==> config.mk <==
export PLATFORM = sky130hd
export DESIGN_NAME = sorting_arbiter
export DESIGN_NICKNAME = d
export VERILOG_FILES = /design/src/rtl/sorting_pkg.sv /design/src/rtl/sorting_arbiter_rr_picker.sv /design/src/rtl/sorting_arbiter.sv
export SDC_FILE = /design/constraint.sdc
export NUM_CORES = 1
export LEC_CHECK = 0
export ABC_AREA = 1
export CAP_MARGIN = 10
export CELL_PAD_IN_SITES_DETAIL_PLACEMENT = 2
export CELL_PAD_IN_SITES_GLOBAL_PLACEMENT = 2
export CORE_ASPECT_RATIO = 0.6
export CORE_MARGIN = 2
export CORE_UTILIZATION = 16
export CTS_BUF_LIST = sky130_fd_sc_hd__clkbuf_8
export DETAILED_ROUTE_END_ITERATION = 16
export GPL_TIMING_DRIVEN = 0
export MAX_ROUTING_LAYER = met4
export PLACE_DENSITY = 0.84
export SKIP_LAST_GASP = 1
export SLEW_MARGIN = 25
export SYNTH_ARGS = -nofsm -noshare
export SYNTH_HDL_FRONTEND = slang
export SYNTH_SLANG_ARGS = --single-unit
==> constraint.sdc <==
create_clock -name clk_i -period 3.4 [get_ports clk_i]
set_input_delay 0.34 -clock clk_i [delete_from_list [all_inputs] [get_ports clk_i]]
set_output_delay 0.34 -clock clk_i [all_outputs]
set_load 0.02 [all_outputs]
==> src/rtl/sorting_pkg.sv <==
`default_nettype none
// ============================================================================
//  Module      : sorting_pkg
//  Description : Shared types and constants for the sorting arbiter.
//                arb_state_t : arbiter FSM encoding (IDLE_S / LOCK_S)
//                C_MIN_CH / C_MAX_CH : supported range of requesting sinks
//  Revision    : 1.0 - initial release
// ============================================================================
package sorting_pkg;

    localparam int C_MIN_CH = 2;
    localparam int C_MAX_CH = 16;

    typedef enum logic [0:0] {
        IDLE_S = 1'b0,   // no grant, arbitrating
        LOCK_S = 1'b1    // grant held until the packet's EOP transfers
    } arb_state_t;

endpackage : sorting_pkg
`default_nettype wire

==> src/rtl/sorting_arbiter_rr_picker.sv <==
`default_nettype none
// ============================================================================
//  Module      : rr_picker
//  Description : Combinational round-robin selector. Searches upward from
//                last_grant_i + 1, wrapping modulo NUM_CH, and returns the
//                first asserted request.
//  Ports       : req_i        - request vector, one bit per channel
//                last_grant_i - most recently granted channel
//                found_o      - at least one request asserted
//                winner_o     - selected channel (last_grant_i when none)
//  Revision    : 1.0 - initial release
// ============================================================================
module rr_picker
    import sorting_pkg::*;
#(
    parameter int NUM_CH = 4,
    parameter int CWIDTH = $clog2(NUM_CH)
) (
    input  logic [NUM_CH-1:0] req_i,
    input  logic [CWIDTH-1:0] last_grant_i,
    output logic              found_o,
    output logic [CWIDTH-1:0] winner_o
);

    always_comb begin : p_pick
        logic [CWIDTH-1:0] v_idx;
        found_o  = 1'b0;
        winner_o = last_grant_i;
        v_idx    = '0;
        // Offset 1..NUM_CH: the last granted channel is examined last, so
        // it only wins again when nobody else is asking.
        for (int i = 1; i <= NUM_CH; i++) begin
            v_idx = CWIDTH'((int'(last_grant_i) + i) % NUM_CH);
            if (!found_o && req_i[v_idx]) begin
                found_o  = 1'b1;
                winner_o = v_idx;
            end
        end
    end

endmodule : rr_picker
`default_nettype wire

==> src/rtl/sorting_arbiter.sv <==
`default_nettype none
// ============================================================================
//  Module      : sorting_arbiter
//  Description : Packet-locking round-robin arbiter merging NUM_CH Avalon-ST
//                sinks onto one source feeding the sorter. A channel wins only
//                when it presents valid+SOP; the grant is then held until the
//                EOP beat transfers. One idle cycle separates packets.
//  Ports       : clk_i, srst_n_i (synchronous, active-low)
//                snk_*  - per-channel sink side (flattened NUM_CH x DWIDTH data)
//                src_*  - merged source side, src_channel_o = granted index
//  Config      : SORTING_ARB_DROP_ORPHAN_EN - when defined, beats presented
//                without SOP while idle are accepted and discarded; otherwise
//                they stall until an SOP appears or reset.
//  Revision    : 1.0 - initial release
// ============================================================================
module sorting_arbiter
    import sorting_pkg::*;
#(
    parameter  int DWIDTH = 8,
    parameter  int NUM_CH = 4,
    localparam int CWIDTH = $clog2(NUM_CH)
) (
    input  logic                     clk_i,
    input  logic                     srst_n_i,
    input  logic [NUM_CH*DWIDTH-1:0] snk_data_i,
    input  logic [NUM_CH-1:0]        snk_startofpacket_i,
    input  logic [NUM_CH-1:0]        snk_endofpacket_i,
    input  logic [NUM_CH-1:0]        snk_valid_i,
    output logic [NUM_CH-1:0]        snk_ready_o,
    output logic [DWIDTH-1:0]        src_data_o,
    output logic                     src_startofpacket_o,
    output logic                     src_endofpacket_o,
    output logic                     src_valid_o,
    input  logic                     src_ready_i,
    output logic [CWIDTH-1:0]        src_channel_o
);

    // r_grant is the active grant while locked and doubles as last_grant
    // while idle: on EOP it simply keeps the channel that just finished.
    arb_state_t        r_state;
    arb_state_t        w_state_nxt;
    logic [CWIDTH-1:0] r_grant;
    logic [CWIDTH-1:0] w_grant_nxt;

    logic [NUM_CH-1:0] w_req;
    logic              w_found;
    logic [CWIDTH-1:0] w_winner;
    logic [DWIDTH-1:0] w_snk_data [NUM_CH];

    genvar g;
    generate
        for (g = 0; g < NUM_CH; g++) begin : g_unpack
            assign w_snk_data[g] = snk_data_i[g*DWIDTH +: DWIDTH];
        end
    endgenerate

    // Only a packet start may claim the output.
    assign w_req = snk_valid_i & snk_startofpacket_i;

    rr_picker #(
        .NUM_CH (NUM_CH),
        .CWIDTH (CWIDTH)
    ) u_rr_picker (
        .req_i        (w_req),
        .last_grant_i (r_grant),
        .found_o      (w_found),
        .winner_o     (w_winner)
    );

    always_ff @(posedge clk_i) begin
        if (!srst_n_i) begin
            r_state <= IDLE_S;
            r_grant <= CWIDTH'(NUM_CH - 1);
        end else begin
            r_state <= w_state_nxt;
            r_grant <= w_grant_nxt;
        end
    end

    always_comb begin
        w_state_nxt         = r_state;
        w_grant_nxt         = r_grant;
        snk_ready_o         = '0;
        src_data_o          = '0;
        src_startofpacket_o = 1'b0;
        src_endofpacket_o   = 1'b0;
        src_valid_o         = 1'b0;
        src_channel_o       = r_grant;

        case (r_state)
            IDLE_S: begin
                if (w_found) begin
                    w_state_nxt = LOCK_S;
                    w_grant_nxt = w_winner;
                end
`ifdef SORTING_ARB_DROP_ORPHAN_EN
                // Swallow mid-packet beats left over from a truncated stream.
                snk_ready_o = snk_valid_i & ~snk_startofpacket_i;
`endif
            end

            LOCK_S: begin
                src_data_o           = w_snk_data[r_grant];
                src_startofpacket_o  = snk_startofpacket_i[r_grant];
                src_endofpacket_o    = snk_endofpacket_i[r_grant];
                src_valid_o          = snk_valid_i[r_grant];
                snk_ready_o[r_grant] = src_ready_i;
                if (snk_valid_i[r_grant] && src_ready_i && snk_endofpacket_i[r_grant]) begin
                    w_state_nxt = IDLE_S;
                end
            end

            default: begin
                w_state_nxt = IDLE_S;
            end
        endcase
    end

endmodule : sorting_arbiter
`default_nettype wire

* After elaboration in Yosys (flattened, before gate mapping)
Cells that the tools add are included.
W data, S select, Z words.
** Word-level totals
- Memories kept :: 0
- Memory bits (read-only) :: 0
- Register bits :: 3
- Word-level logic and storage cells :: 63
- Latch bits :: 0
- Bits in writable memories :: 0
** Cells by class
- Reductions and logical operators :: 11
- Multiplexer cells :: 35
- Bitwise logic cells :: 4
- Shift operators :: 0
- Multiply operators :: 0
- Equality and inequality tests :: 0
- Div/mod/pow operators :: 0
- $add $sub $neg :: 4
- $lt $le $gt $ge :: 7
** Operators with widths (number)
- $mux W8 :: 3
- $mux W1 :: 17
- $bmux W8 S2 :: 1
- $lt A2 B3 Y1 const B :: 5
- $bmux W1 S2 :: 7
- $and A4 B4 Y4 :: 2
- $mux W2 :: 4
- $logic_and A1 B1 Y1 :: 6
- $add A2 B1 Y2 const B :: 2
- $add A2 B2 Y2 const B :: 2
- $mux W4 :: 1
- $reduce_bool A4 Y1 :: 1
- $ge A3 B3 Y1 const B :: 1
- $logic_not A1 Y1 :: 3
- $not A2 Y3 :: 1
- $reduce_and A3 Y1 :: 1
- $demux W1 S2 :: 1
- $ge A2 B1 Y1 const B :: 1
- $pmux W1 S2 :: 1
- $not A1 Y1 :: 1

* Logic depth before layout (Yosys ltp)
Gate-level depths: netlist of the first run.
- Word-level depth :: 15
- Mapped depth :: 12
- Mapped depth without buffers :: 10

* Modules after synthesis
From an unflattened synthesis of the first run, not the netlist that was laid out.
** Unflattened totals
- Cells, all modules :: 168
- Area, all modules :: 873.3 sq um
** Modules (own cells, without submodules)
- sorting_arbiter :: area an instance 641.9 sq um, times used 1, cells each 122
- rr_picker :: area an instance 231.5 sq um, times used 1, cells each 46

* Least setup slack after synthesis of the first run
OpenSTA, ideal clock, no wires.
- Path type :: register -> register
- Start :: reg r_grant[0] (netlist: src_channel_o[0])
- End :: reg r_grant[1] (netlist: src_channel_o[1])
- Buffers on the path :: 2
- Arrival :: 1.782 ns
- Setup time :: 0.117 ns
- Clock period less this slack :: 1.899 ns
- Slack :: 1.501 ns
- Cell stages (with the launch flop) :: 13
- Cells stage by stage :: dfxtp_1 -> buf_6 -> inv_8 -> buf_2 -> ha_1 -> inv_1 -> nand3_2 -> nand2_4 -> nand2_2 -> nand2_1 -> nand3_1 -> nand2_1 -> nand2_1
** Between the ends
- Cells in the longest elaborated chain, start to end :: 14
** Ends and longest elaborated chain
- from (decl) :: RTL line sorting_arbiter.sv:42 : logic [CWIDTH-1:0] r_grant;
- from (signal assigned) :: RTL line sorting_arbiter.sv:73 : r_grant <= CWIDTH'(NUM_CH - 1);
- from (signal assigned) :: RTL line sorting_arbiter.sv:76 : r_grant <= w_grant_nxt;
- $add A2 B1 Y2 :: RTL line sorting_arbiter_rr_picker.sv:33 : v_idx = CWIDTH'((int'(last_grant_i) + i) % NUM_CH);
- $bmux W1 S2 :: RTL line sorting_arbiter_rr_picker.sv:34 : if (!found_o && req_i[v_idx]) begin
- $mux W1 (not written as such) :: RTL line sorting_arbiter_rr_picker.sv:34
- $mux W1 :: RTL line sorting_arbiter_rr_picker.sv:34
- $logic_not A1 Y1 :: RTL line sorting_arbiter_rr_picker.sv:34
- $logic_and A1 B1 Y1 :: RTL line sorting_arbiter_rr_picker.sv:34
- $mux W1 :: RTL line sorting_arbiter_rr_picker.sv:34
- $logic_not A1 Y1 :: RTL line sorting_arbiter_rr_picker.sv:34
- $logic_and A1 B1 Y1 :: RTL line sorting_arbiter_rr_picker.sv:34
- $mux W1 :: RTL line sorting_arbiter_rr_picker.sv:34
- $logic_not A1 Y1 :: RTL line sorting_arbiter_rr_picker.sv:34
- $logic_and A1 B1 Y1 :: RTL line sorting_arbiter_rr_picker.sv:34
- $reduce_bool A4 Y1 (no line) or $mux W1 (tied branches)
- $reduce_and A3 Y1 (no line)
Parallel ways exist; a longest one is shown, timed or not. The select of a mux whose other input is x is not followed.
A chain may end at the register's enable or synchronous reset.

* Worst setup path in the final report of the first run
- Start :: reg r_grant[1] (netlist: src_channel_o[1])
- End :: out src_startofpacket_o
** Between the ends
- Cells in the longest elaborated chain, start to end :: 3
** Ends and longest elaborated chain
- $bmux W1 S2 :: RTL line sorting_arbiter.sv:104 : src_startofpacket_o = snk_startofpacket_i[r_grant];
- $mux W1 (not written as such) :: RTL line sorting_arbiter.sv:104
- $mux W1 :: RTL line sorting_arbiter.sv:90 : case (r_state)
- to (decl) :: RTL line sorting_arbiter.sv:31 : output logic src_startofpacket_o,
No other way between the ends. The select of a mux whose other input is x is not followed.

==> results of run 1 <==
==> worst min path at each step <==
stage                         from               end  slack (ps)  depth (start not counted)
final                      r_state  src_channel_o[1]         680                          4
after detailed placement   r_state  src_channel_o[1]         690                          4
after CTS                  r_state  src_channel_o[1]         690                          4
after global placement     r_state  src_channel_o[1]         660                          4
after floorplan           srst_n_i  src_channel_o[0]         420                          1
after global routing      srst_n_i  src_channel_o[0]         740                          2
==> area by class of cell <==
class | count | area [um2] | share of cell area [%]
Multi-Input combinational cell | 137 | 701 | 43.4
Timing Repair Buffer | 63 | 631 | 39.1
Tap cell | 66 | 82.6 | 5.12
Sequential cell | 3 | 60.1 | 3.72
Inverter | 11 | 48.8 | 3.03
Buffer | 8 | 45.0 | 2.79
Clock buffer | 3 | 41.3 | 2.56
Clock inverter | 1 | 3.75 | 0.233
==> layer usage <==
metal  up-vias  wire [um]
met5         -          0
met3         4        163
met1       586       2260
li1        651          -
met2        41       1750
met4         0         24
==> worst max-delay path: cells and delay by family, from the launching register on <==
kind            cells  cell delay, ps
buf+inv             3            1040
flops               1             550
compound gates      2             270
simple gates        1             120
==> kinds of logic (layout without fill, tap and decap cells) <==
logic type | after synthesis | count (layout) | synth area share, %
flip-flops | 3 | 3 | 7.03
adder cells (fa/ha/maj) | 4 | 4 | 5.86
buffers and inverters | 19 | 86 | 11.0
AO/OA/AOI/OAI | 35 | 35 | 20.9
AND/OR/NAND/NOR | 98 | 98 | 55.2
==> synthesized netlist by cell type <==
cell / n / area (um2)
a21oi_1: 13 / 65.1
o21ai_0: 21 / 105
dfxtp_1: 3 / 60.1
nand2_4: 2 / 22.5
inv_2: 1 / 3.75
buf_2: 3 / 15.0
nand3_1: 10 / 50.1
a32oi_1: 1 / 8.76
buf_4: 1 / 7.51
nor2_2: 2 / 12.5
nand4_1: 1 / 6.26
ha_1: 4 / 50.1
nand2_2: 6 / 37.5
nand3_2: 4 / 40.0
clkbuf_1: 3 / 11.3
nor2_1: 47 / 176
buf_6: 1 / 11.3
nor3_1: 1 / 5.00
nand2_1: 23 / 86.3
inv_1: 9 / 33.8
inv_8: 1 / 11.3
nand3_4: 2 / 35.0
==> sequential cells by signal (all words and copies together) (netlist names) <==
signal	flops
src_channel_o	2
r_state	1
==> through the flow <==
stage	hold slack, ps	total power (uW)	utilization, %
2_1_floorplan	425	669	-
3_3_place_gp	662	995	30.7
3_5_place_dp	689	1020	30.7
4_1_cts	687	1130	31.6
5_1_grt	744	1230	31.6
6_report	680	1110	31.6
==> power by group <==
group / leakage [uW] / switching [uW] / internal (uW) / total [uW]
Clock: 0.0000269 / 23.0 / 76.8 / 99.8
Combinational: 0.000612 / 565 / 375 / 940
Sequential: 0.0000251 / 22.8 / 49.3 / 72.1
==> summary.md, run 1 <==
| Metric | Value |
|---|---|
| Die height | `~60 um` |
| Commonest non-fill, non-tap cell in the layout | `clkdlybuf4s50_1` |
| WS Path Type | `reg -> out` |
| Layout area overhead | `88.7%` |
| Clock slew at reported path FFs | `30 ps` |
| Met2 Use GR | `23.9%` |
| Most Crowded Layer GR | `met2` |
| Area after DPL | `1570 um2` |
| CP Launch Point | `src_channel_o[1]` |
| Maxcap violations | `0` |
| Final setup TNS | `0 ps` |
| Clk_lat worst skew | `210 ps` |
| Post-route cell area | `about 1600 um2` |
| Register-to-Register Path Depth | `11` |
| Min-delay worst type | `reg -> reg` |
| Seq/Total Area, Yosys | `between 7 and 8%` |
| Slew margin rel. | `60.8%` |
| CORE AREA | `5100 um2` |
| R2R Path Start | `src_channel_o[1]` |
| Hold Vio Cnt, Final | `0` |
| 1st-iter DRT viols | `37` |
| GRT overflow | `0` |
| RSZ-0062 raised after global routing | `no` |
| Total GRT Usage | `roughly 15%` |
| CTS tree | `built` |
| DRC | `0` |
| Slowest CP cell | `clkdlybuf4s50_1` |
| Placed Instances | `288` |
| FMAX | `0.392 GHz` |
| Die Width | `98.4 um` |
| Synthesized area per cell | `5.37 um2` |
| Die area | `5960 um2` |
| Diodes inserted | `0` |
| Reg2reg setup slack | `around 1300 ps` |
| Non-filler instance count after layout | `292` |
| Most frequent cells in the layout | `clkdlybuf4s50_1, nor2_1, nand2_1` |
| DRT antenna net count | `0` |
| Worst Path Required | `just over 3000 ps` |
| Setup Skew | `0.397 ps` |
| Critical path endpoint category | `output pin` |
| I/O pin count | `64` |
| Avg WL per Cell | `14.4 um` |
| Tcrit/Tclk final | `75.0%` |
| Cts bufs inserted | `3` |
| Share of layout cells above drive strength 1 | `a little under an eighth` |
| Grt met1 use | `22.0%` |
| Postcts setup bufs | `0` |
| Final GP Congestion | `0.765` |
| Power Dens Cells | `689 nW/um2` |
| I/O Buffers | `63` |
| Status | `finished clean` |
| Static leakage | `0.000664 uW` |
| Global-route wire length before repair | `about 6.9 mm` |
| Post-Place Setup Slack | `1060 ps` |
| Critical path launch point type | `flop` |
| Final max-slew violation count | `0` |
| Critical path capture point | `src_startofpacket_o` |
| CP Max Fanout | `11` |
| Slowest stage delay, CP | `630 ps` |
| Max IR drop VDD | `0.178 mV` |
| Root Buffer | `clkbuf_8` |
| Number of synthesized register bits | `3` |
| Filler cells | `632` |
| Setup-failing EPs final | `0` |
| Largest net degree at the start of global routing | `12` |
| Vias in the first global route | `around 1.4k` |
| Worst path cell trace | `inv_2 -> buf_2 -> nor2_1 -> o21ai_0 -> a21oi_1 -> clkdlybuf4s50_1` |
| Min cycle time layout | `2550 ps` |
| # hold bufs at CTS | `0` |
| Clock Path Buffers | `2` |
| Mapped Cells | `around 160` |
| Post-DR vias/cell | `4.39` |
| Nets | `278` |
| Htree depth | `1` |
| Synth Cell Area | `855 um2` |
| Initial antenna violation count | `0` |
| Critical path arrival | `2210 ps` |
| FP Rows | `20` |
| Initial Util | `16.7%` |
| Global Route met3 Usage | `under 10%` |
| Post-synth cell types | `22` |
| Final worst-path setup slack | `850 ps` |
| Via count | `1282` |
| CTS resizes | `0` |
| Syn_nets | `210` |
| Total Routed Length | `4.20 mm` |
| Worst slew pin tran | `588 ps` |
| Post-DP HPWL | `3.48 mm` |
| YS warnings | `0` |
| Worst flop-to-flop path endpoint | `src_channel_o[1]` |
| TritonRoute pass-1 iters | `4` |
| CTS sink count | `3` |
(Power assumes the default switching activity.)
==> run 2: changes to the inputs <==
CORE_UTILIZATION = 13   (was 16)
PLACE_DENSITY = 0.73   (was 0.84)
clock period = 2.25 ns   (was 3.4 ns; I/O delays follow)
==> run 2 against run 1 <==
Final area grew 2.1%. Register-to-register slack worse by 1000 ps. Combinational power up 47%. Clock skew is 1.2 ps higher. Non-clock buffer count unchanged. Largest cell class unchanged. Largest power group unchanged. Highest routed layer is now met3.
==> summary.md, run 2 (same netlist as run 1, synthesis figures left out) <==
| Metric | Value |
|---|---|
| Status | `finished clean` |
| Max reg flops | `2` |
| FMAX | `between 0.4 and 0.5 GHz` |
| Initial Util | `between 10% and 20%` |
| Slew margin rel. | `61.8%` |
| Layout area overhead | `92.7%` |
| Die height | `66.8 um` |
| Slowest CP cell | `clkdlybuf4s50_1` |
| Total GRT Usage | `roughly an eighth` |
| I/O pin count | `between 60 and 70` |
| Post-Place Setup Slack | `12.7 ps` |
| DRC | `0` |
| TritonRoute pass-1 iters | `4` |
| Multi-input gate area | `708 um2` |
| Placed Instances | `306` |
| Cell family with most CP delay | `buffers and inverters` |
| CP Max Fanout | `10` |
| Vias in the first global route | `1407` |
| # hold bufs at CTS | `0` |
| FP Rows | `22` |
| Final GP Congestion | `0.782` |
| Maxcap violations | `0` |
| Avg WL per Cell | `13.8 um` |
| GRT overflow | `0` |
| Via count | `between 1k and 1.5k` |
| Commonest non-fill, non-tap cell in the layout | `clkdlybuf4s50_1` |
| Largest net degree at the start of global routing | `12` |
| Post-DR vias/cell | `4.10` |
| Diodes inserted | `0` |
| Share of layout cells above drive strength 1 | `12.8%` |
| Nets | `278` |
| 1st-iter DRT viols | `46` |
| Reg area | `61.3 um2` |
| I/O Buffers | `63` |
| Worst path cell trace | `buf_6 -> nor2_1 -> nor2_1 -> o21ai_0 -> a21oi_1 -> clkdlybuf4s50_1` |
| CORE AREA | `around 6200 um2` |
| Total Routed Length | `4.29 mm` |
| DRT antenna net count | `0` |
| Htree depth | `1` |
| Postcts setup bufs | `0` |
| Filler cells | `779` |
| Worst slew pin tran | `between 500 and 600 ps` |
| Worst Path Required | `between 2000 and 2500 ps` |
| Setup-failing EPs final | `0` |
| WP buf/inv | `2` |
| Most frequent cells in the layout | `clkdlybuf4s50_1, nor2_1, nand2_1` |
| Max IR drop VDD | `0.284 mV` |
| Die Width | `109 um` |
| Cts bufs inserted | `3` |
| Root Buffer | `clkbuf_8` |
| Post-DP HPWL | `between 3 and 4 mm` |
| CTS tree | `built` |
| Setup Skew | `1.62 ps` |
| Power Dens Cells | `999 nW/um2` |
| Final max-slew violation count | `0` |
| Critical path launch point type | `flop` |
| Clk_lat worst skew | `approximately 210 ps` |
| Clock Path Buffers | `2` |
| Initial antenna violation count | `0` |
| CP most frequent cell | `nor2_1` |
| WS Path Type | `reg -> out` |
| Critical path arrival | `1920 ps` |
| Min-delay worst type | `in -> reg` |
| Tcrit/Tclk final | `95.2%` |
| CTS sink count | `3` |
| Hold Vio Cnt, Final | `0` |
| Die area | `7260 um2` |
| Critical path endpoint category | `output pin` |
| RSZ-0062 raised after global routing | `no` |
| Clock slew at reported path FFs | `30 ps` |
| Non-filler instance count after layout | `310` |
| Min cycle time layout | `2140 ps` |
| Slowest stage delay, CP | `640 ps` |
| Global-route wire length before repair | `6.89 mm` |
| Final setup TNS | `0 ps` |
| Static leakage | `0.000750 uW` |
| Final worst-path setup slack | `around 110 ps` |
## run 2: layer usage
layer	global-route usage (%)	part of all wire, %	up-vias
met2	18.4	39	36
li1	-	-	651
met3	0.783	4.5	0
met4	2.88	0	0
met5	-	0	-
met1	18.5	57	583
## run 2: timing repair
action,4_1_cts,5_1_grt
resized for setup,13,4
setup endpoints to repair,13,4
cloned,0,0
## run 2: metrics by stage
step | instance area [um2] | hold WS, ps | utilization (%) | total power [uW]
2_1_floorplan | 855 | 310 | - | 1010
3_3_place_gp | 1590 | 652 | 25.6 | 1530
3_5_place_dp | 1590 | 668 | 25.6 | 1550
4_1_cts | 1630 | 605 | 26.2 | 1680
5_1_grt | 1650 | 641 | 26.5 | 1850
6_report | 1650 | 594 | 26.5 | 1640
## run 2: final cells by class
cell class                 count  share of cell area, %
multi-input combinational    137                   43.0
clock inverter                 1                  0.228
tap                           84                   6.38
timing repair buffer          63                   38.1
buffer                         8                   3.12
inverter                      11                   2.96
sequential                     3                   3.72
clock buffer                   3                   2.51
## run 2: path summary, 6_finish.rpt
path	start	endpoint	slack (ps)	depth (start not counted)
setup / recovery	src_channel_o[0]	src_valid_o	110	6
hold / removal	srst_n_i	src_channel_o[0]	590	2
setup reg to reg	src_channel_o[0]	src_channel_o[1]	230	12
hold reg to reg	r_state	src_channel_o[0]	660	4
## run 2: report_power, final
part           internal, uW  switching, uW  leakage (uW)
sequential             76.2           34.9     0.0000249
clock                   116           36.5     0.0000269
combinational           533            848      0.000698
